[config.mk]
export PLATFORM = sky130hd
export DESIGN_NAME = vga_timing_gen_flat
export DESIGN_NICKNAME = d
export VERILOG_FILES = /design/src/rtl/vga_timing_if.sv /design/src/rtl/vga_timing_gen.sv /design/src/flat_wrapper.sv
export SDC_FILE = /design/constraint.sdc
export NUM_CORES = 1
export LEC_CHECK = 0
export CORE_MARGIN = 2
export CORE_UTILIZATION = 23
export DETAILED_ROUTE_END_ITERATION = 8
export PLACE_DENSITY = 0.39
export SETUP_SLACK_MARGIN = 0.3
export SYNTH_ARGS = -nofsm -noshare
export SYNTH_HDL_FRONTEND = slang
export SYNTH_SLANG_ARGS = --single-unit
export TNS_END_PERCENT = 5
[constraint.sdc]
create_clock -name vga_clk -period 9.49 [get_ports vga_clk]
set_input_delay 1.898 -clock vga_clk [delete_from_list [all_inputs] [get_ports vga_clk]]
set_output_delay 1.898 -clock vga_clk [all_outputs]
set_load 0.02 [all_outputs]
[src/rtl/vga_timing_if.sv]
// Pixel-side bundle of the VGA timing generator: source data in, sync/video/request out.
// The master modport is the timing generator; the slave is the pixel source plus DAC side.
interface vga_timing_if #(
   parameter int DATA_W = 16,
   parameter int XY_W   = 10
);
   logic [DATA_W-1:0] pix_data;
   logic              hsync;
   logic              vsync;
   logic              de;
   logic              pix_req;
   logic [XY_W-1:0]   pix_x;
   logic [XY_W-1:0]   pix_y;
   logic [DATA_W-1:0] rgb;
   logic              frame_start;
   logic              line_end;

   modport master (
      input  pix_data,
      output hsync, vsync, de, pix_req, pix_x, pix_y, rgb, frame_start, line_end
   );

   modport slave (
      output pix_data,
      input  hsync, vsync, de, pix_req, pix_x, pix_y, rgb, frame_start, line_end
   );
endinterface

[src/rtl/vga_timing_gen.sv]
// Parametrised VGA raster timing generator: h/v counters, sync/de decode, early pixel
// requests with coordinates, and frame/line markers; all outputs except rgb registered.
module vga_timing_gen #(
   parameter int H_SYNC   = 96,
   parameter int H_BACK   = 48,
   parameter int H_VALID  = 640,
   parameter int H_FRONT  = 16,
   parameter int V_SYNC   = 2,
   parameter int V_BACK   = 33,
   parameter int V_VALID  = 480,
   parameter int V_FRONT  = 10,
   parameter int DATA_W   = 16,
   parameter int XY_W     = 10,
   parameter int REQ_LEAD = 1,
   parameter bit HS_POL   = 1'b0,
   parameter bit VS_POL   = 1'b0
) (
   input  logic         vga_clk,
   input  logic         rst_n,
   vga_timing_if.master vga
);
   localparam int H_TOTAL = H_SYNC + H_BACK + H_VALID + H_FRONT;
   localparam int V_TOTAL = V_SYNC + V_BACK + V_VALID + V_FRONT;
   // One extra code so the exclusive upper bounds below still fit when a front porch is 0.
   localparam int H_W = $clog2(H_TOTAL + 1);
   localparam int V_W = $clog2(V_TOTAL + 1);

   localparam logic [H_W-1:0] H_LAST   = H_W'(H_TOTAL - 1);
   localparam logic [H_W-1:0] HS_END   = H_W'(H_SYNC);
   localparam logic [H_W-1:0] DE_BEG   = H_W'(H_SYNC + H_BACK);
   localparam logic [H_W-1:0] DE_END   = H_W'(H_SYNC + H_BACK + H_VALID);
   localparam logic [H_W-1:0] REQ_BEG  = H_W'(H_SYNC + H_BACK - REQ_LEAD);
   localparam logic [H_W-1:0] REQ_END  = H_W'(H_SYNC + H_BACK + H_VALID - REQ_LEAD);
   localparam logic [V_W-1:0] V_LAST   = V_W'(V_TOTAL - 1);
   localparam logic [V_W-1:0] VS_END   = V_W'(V_SYNC);
   localparam logic [V_W-1:0] ACT_BEG  = V_W'(V_SYNC + V_BACK);
   localparam logic [V_W-1:0] ACT_END  = V_W'(V_SYNC + V_BACK + V_VALID);

   logic [H_W-1:0]  h_q, h_d;
   logic [V_W-1:0]  v_q, v_d;
   logic            hsync_q, hsync_d;
   logic            vsync_q, vsync_d;
   logic            de_q, de_d;
   logic            req_q, req_d;
   logic            fs_q, fs_d;
   logic            le_q, le_d;
   logic [XY_W-1:0] pix_x_q, pix_x_d;
   logic [XY_W-1:0] pix_y_q, pix_y_d;
   logic            act_line;

   // Outputs are decoded from the next position so the registers line up with (h_q, v_q).
   always_comb begin
      // NOTE: every signal driven here gets a default first, so no latch can be inferred.
      h_d = h_q + H_W'(1);
      v_d = v_q;
      if (h_q == H_LAST) begin
         h_d = '0;
         v_d = (v_q == V_LAST) ? '0 : v_q + V_W'(1);
      end

      act_line = (v_d >= ACT_BEG) && (v_d < ACT_END);
      hsync_d  = (h_d < HS_END) ? HS_POL : ~HS_POL;
      vsync_d  = (v_d < VS_END) ? VS_POL : ~VS_POL;
      de_d     = act_line && (h_d >= DE_BEG) && (h_d < DE_END);
      req_d    = act_line && (h_d >= REQ_BEG) && (h_d < REQ_END);
      pix_x_d  = req_d ? XY_W'(h_d - REQ_BEG) : '1;
      pix_y_d  = req_d ? XY_W'(v_d - ACT_BEG) : '1;
      fs_d     = (h_d == '0) && (v_d == '0);
      le_d     = (h_d == H_LAST);
   end

   // Reset values equal the h=0,v=0 decode, so the raster restarts without a partial line.
   always_ff @(posedge vga_clk or negedge rst_n) begin
      if (!rst_n) begin
         h_q     <= '0;
         v_q     <= '0;
         hsync_q <= HS_POL;
         vsync_q <= VS_POL;
         de_q    <= 1'b0;
         req_q   <= 1'b0;
         pix_x_q <= '1;
         pix_y_q <= '1;
         fs_q    <= 1'b1;
         le_q    <= 1'b0;
      end else begin
         // NOTE: non-blocking assignments keep all state updates on the same clock edge.
         h_q     <= h_d;
         v_q     <= v_d;
         hsync_q <= hsync_d;
         vsync_q <= vsync_d;
         de_q    <= de_d;
         req_q   <= req_d;
         pix_x_q <= pix_x_d;
         pix_y_q <= pix_y_d;
         fs_q    <= fs_d;
         le_q    <= le_d;
      end
   end

   assign vga.hsync       = hsync_q;
   assign vga.vsync       = vsync_q;
   assign vga.de          = de_q;
   assign vga.pix_req     = req_q;
   assign vga.pix_x       = pix_x_q;
   assign vga.pix_y       = pix_y_q;
   assign vga.frame_start = fs_q;
   assign vga.line_end    = le_q;
   assign vga.rgb         = de_q ? vga.pix_data : {DATA_W{1'b0}};
endmodule

[src/flat_wrapper.sv]
// flat-port wrapper written by rule: the top's interface ports become plain ports
module vga_timing_gen_flat 
#(
   parameter int H_SYNC   = 96,
   parameter int H_BACK   = 48,
   parameter int H_VALID  = 640,
   parameter int H_FRONT  = 16,
   parameter int V_SYNC   = 2,
   parameter int V_BACK   = 33,
   parameter int V_VALID  = 480,
   parameter int V_FRONT  = 10,
   parameter int DATA_W   = 16,
   parameter int XY_W     = 10,
   parameter int REQ_LEAD = 1,
   parameter bit HS_POL   = 1'b0,
   parameter bit VS_POL   = 1'b0
)
  (vga_clk, rst_n, vga_pix_data, vga_hsync, vga_vsync, vga_de, vga_pix_req, vga_pix_x, vga_pix_y, vga_rgb, vga_frame_start, vga_line_end);
  vga_timing_if #(.DATA_W(DATA_W), .XY_W(XY_W)) vga_i ();
  input  logic vga_clk;
  input  logic rst_n;
  input wire logic [$bits(vga_i.pix_data)-1:0] vga_pix_data;
  output wire logic [$bits(vga_i.hsync)-1:0] vga_hsync;
  output wire logic [$bits(vga_i.vsync)-1:0] vga_vsync;
  output wire logic [$bits(vga_i.de)-1:0] vga_de;
  output wire logic [$bits(vga_i.pix_req)-1:0] vga_pix_req;
  output wire logic [$bits(vga_i.pix_x)-1:0] vga_pix_x;
  output wire logic [$bits(vga_i.pix_y)-1:0] vga_pix_y;
  output wire logic [$bits(vga_i.rgb)-1:0] vga_rgb;
  output wire logic [$bits(vga_i.frame_start)-1:0] vga_frame_start;
  output wire logic [$bits(vga_i.line_end)-1:0] vga_line_end;
  assign vga_i.pix_data = vga_pix_data;
  assign vga_hsync = vga_i.hsync;
  assign vga_vsync = vga_i.vsync;
  assign vga_de = vga_i.de;
  assign vga_pix_req = vga_i.pix_req;
  assign vga_pix_x = vga_i.pix_x;
  assign vga_pix_y = vga_i.pix_y;
  assign vga_rgb = vga_i.rgb;
  assign vga_frame_start = vga_i.frame_start;
  assign vga_line_end = vga_i.line_end;
  vga_timing_gen #(.H_SYNC(H_SYNC), .H_BACK(H_BACK), .H_VALID(H_VALID), .H_FRONT(H_FRONT), .V_SYNC(V_SYNC), .V_BACK(V_BACK), .V_VALID(V_VALID), .V_FRONT(V_FRONT), .DATA_W(DATA_W), .XY_W(XY_W), .REQ_LEAD(REQ_LEAD), .HS_POL(HS_POL), .VS_POL(VS_POL)) u_core (.vga_clk(vga_clk), .rst_n(rst_n), .vga(vga_i));
endmodule
==> metrics.txt <==
status complete, no violations; Clock Skews 0.00791 ns; Setup CP Type in2out; post-synth top area share 0.239; minimum clock period 4.96 ns; syn nets 290; unrepaired setup endpoints after global routing false; GRT overflow 0; port bufs 59; CP max FO 1; post-CTS setup buffer count 0; first-pass GRT wire length 11200 um; Area Overhead vs Synth 33.4%; Pwr Total 0.405 mW; largest net degree at the start of global routing 47; Num Clock Sinks 46; startpoint class of the critical path input port; drt via density 4.62; Synth Register Bits 46; Initial Util 0.239; hold depth 1; number of remaining DRC errors 0; Max-slew headroom 0.428; final net count 347; Synth cell types 56; number of antenna diodes 0; routed vias 2137; post-DP HPWL 4940 um; Max Freq 0.201 GHz; ys async rst share 1.00; post-CTS resize count 0; WL final 6660 um; Slew Limit Fails 0; Mapped Avg Cell Area 9.89 um2; H-Tree Level Count 2; CTS tree done; Fill cells 1141; CTS Buf Count 5; Critical Path RT 7.59 ns; Fin Setup TNS 0 ns; Initial DRT Pass Iterations 4; I/O pins 60; clock transition at the registers of the reported paths 0.07 ns; wire per inst 14.4 um; clk buf depth 2; DIE AREA 12300 um2; Worst-Skew Late Latency 0.28 ns; Syn Std Cell Area 2620 um2; cell count after synthesis 265; leakage power total 1.44 nW; antenna violations before repair 0; Worst setup EP type output port; worst min path class reg2reg; crit path DAT 3.07 ns; 1st-iter DRT viols 120; Post-CTS Hold Fix Bufs 0; max_cap viols 0; Final ANT Viol Nets 0; number of global-route vias before repair 2131; endpoints failing setup 0; Register-to-Register Path Depth 10; reg2reg setup slack 5.65 ns; EDFF count, synth 0; Clock Tree Root clkbuf_16; core area 11000 um2; count of final hold-check violations 0; Synth area leaders dfrtp_1 24%, dfstp_2 21%, nand3_1 5.7%; cell row count 38; Yosys top cell by area dfrtp_1; Placer Congestion 0.756; highest ir drop seen on vdd 0.0814 mV; Ys Warns 0; Final Cycle Share 0.523; layout cells sized above 1 0.139; PwrDens 116 nW/um2; gr usage total 0.111; register area share after synthesis 0.449; Die Y 111 um; Worst-Margin Slew 0.851 ns; die width 111 um; ys flop type dfrtp_1
Yosys cell counts (3+ instances only):
| library cell | count |
|---|---|
| or3_1 | 4 |
| dfstp_2 | 21 |
| a21oi_1 | 4 |
| nand3_1 | 30 |
| clkbuf_1 | 4 |
| inv_1 | 15 |
| or4_1 | 3 |
| xor2_1 | 9 |
| nor4_1 | 5 |
| nand2_1 | 15 |
| dfrtp_1 | 25 |
| ha_1 | 7 |
| nor2_1 | 10 |
| o211ai_1 | 3 |
| buf_2 | 3 |
| and2_1 | 23 |
| o21ai_0 | 6 |
| xnor2_1 | 14 |
| o31ai_1 | 3 |
| nand4_1 | 9 |
| nor3_1 | 3 |
| and3_1 | 5 |
power by group:
part	internal [mW]	switching (mW)	leakage [nW]
registers	0.197	0	0.556
clock network	0.125	0.0737	0.0781
logic	0.00604	0.00431	0.808
total	0.327	0.0780	1.44
cells in the final DEF, fill, tap and decap left out, types with 3 or more instances in the layout:
| cell type | synthesis | final |
|---|---|---|
| nor3_1 | 3 | 3 |
| nand2_1 | 15 | 15 |
| or3_1 | 4 | 4 |
| or4_1 | 3 | 3 |
| clkbuf_16 | 0 | 5 |
| o211ai_1 | 3 | 3 |
| o31ai_1 | 3 | 3 |
| xor2_1 | 9 | 9 |
| dfstp_2 | 21 | 21 |
| clkdlybuf4s50_1 | 0 | 58 |
| nor2_1 | 10 | 10 |
| nor4_1 | 5 | 5 |
| and3_1 | 5 | 5 |
| a21oi_1 | 4 | 4 |
| xnor2_1 | 14 | 14 |
| o21ai_0 | 6 | 6 |
| and2_1 | 23 | 23 |
| inv_1 | 15 | 15 |
| dfrtp_1 | 25 | 25 |
| ha_1 | 7 | 7 |
| nand3_1 | 30 | 30 |
| nand4_1 | 9 | 9 |
sequential cells by signal, summed over array words and instances, names as in the netlist:
signal                  cells
u_core.vga.frame_start      1
u_core.h_q                 10
u_core.vga.pix_y           10
u_core.vga.pix_req          1
u_core.vga.vsync            1
u_core.vga.pix_x           10
u_core.vga.de               1
u_core.vga.line_end         1
u_core.vga.hsync            1
u_core.v_q                 10
worst max-delay path, stage by stage:
cell	delay, ns
clkdlybuf4s50_1	0.46
and2_1	0.11
clkdlybuf4s50_1	0.60
per-stage QoR:
stage	hold WS (ns)	setup slack (ns)	utilization	area, um2	instances
6_report	0.644	4.53	0.318	3500	463
3_3_place_gp	0.645	4.52	0.304	3330	455
2_1_floorplan	0.560	5.48	-	2620	265
3_5_place_dp	0.647	4.52	0.304	3330	455
4_1_cts	0.650	4.52	0.318	3500	463
5_1_grt	0.696	4.47	0.318	3500	463
kinds of logic after synthesis:
family	count (synthesis)	synth area share
AO/OA/AOI/OAI	36	0.107
AND/OR/NAND/NOR	124	0.276
multiplexers	2	0.00811
XOR/XNOR	23	0.0769
flip-flops	46	0.449
buffers and inverters	27	0.0487
adder cells (fa/ha/maj)	7	0.0334
final cells by class:
class | instances | area [um2] | share of cell area
Multi-Input combinational cell | 192 | 1320 | 0.378
Sequential cell | 46 | 1180 | 0.337
Timing Repair Buffer | 61 | 601 | 0.172
Tap cell | 140 | 175 | 0.0501
Clock buffer | 7 | 133 | 0.0379
Inverter | 16 | 60.1 | 0.0172
Clock inverter | 1 | 30.0 | 0.00859
routing by layer:
metal / vias up / global-route usage / routed length (um)
met1: 1004 / 0.155 / 3320
li1: 1053 / - / -
met4: 0 / 0.0300 / 61
met2: 76 / 0.171 / 2890
met5: - / 0 / 0
met3: 4 / 0.0262 / 379
worst paths after layout:
kind	startpoint	end
setup / recovery	vga_pix_data[1]	vga_rgb[1]
max in group asynchronous	rst_n	u_core.h_q[5]
setup reg to reg	u_core.h_q[0]	u_core.vga.pix_x[2]
hold reg to reg	u_core.h_q[0]	u_core.h_q[0]
min in group asynchronous	rst_n	u_core.v_q[0]
hold / removal	u_core.h_q[0]	u_core.h_q[0]
No activity file was read; power rests on OpenSTA's default activity.
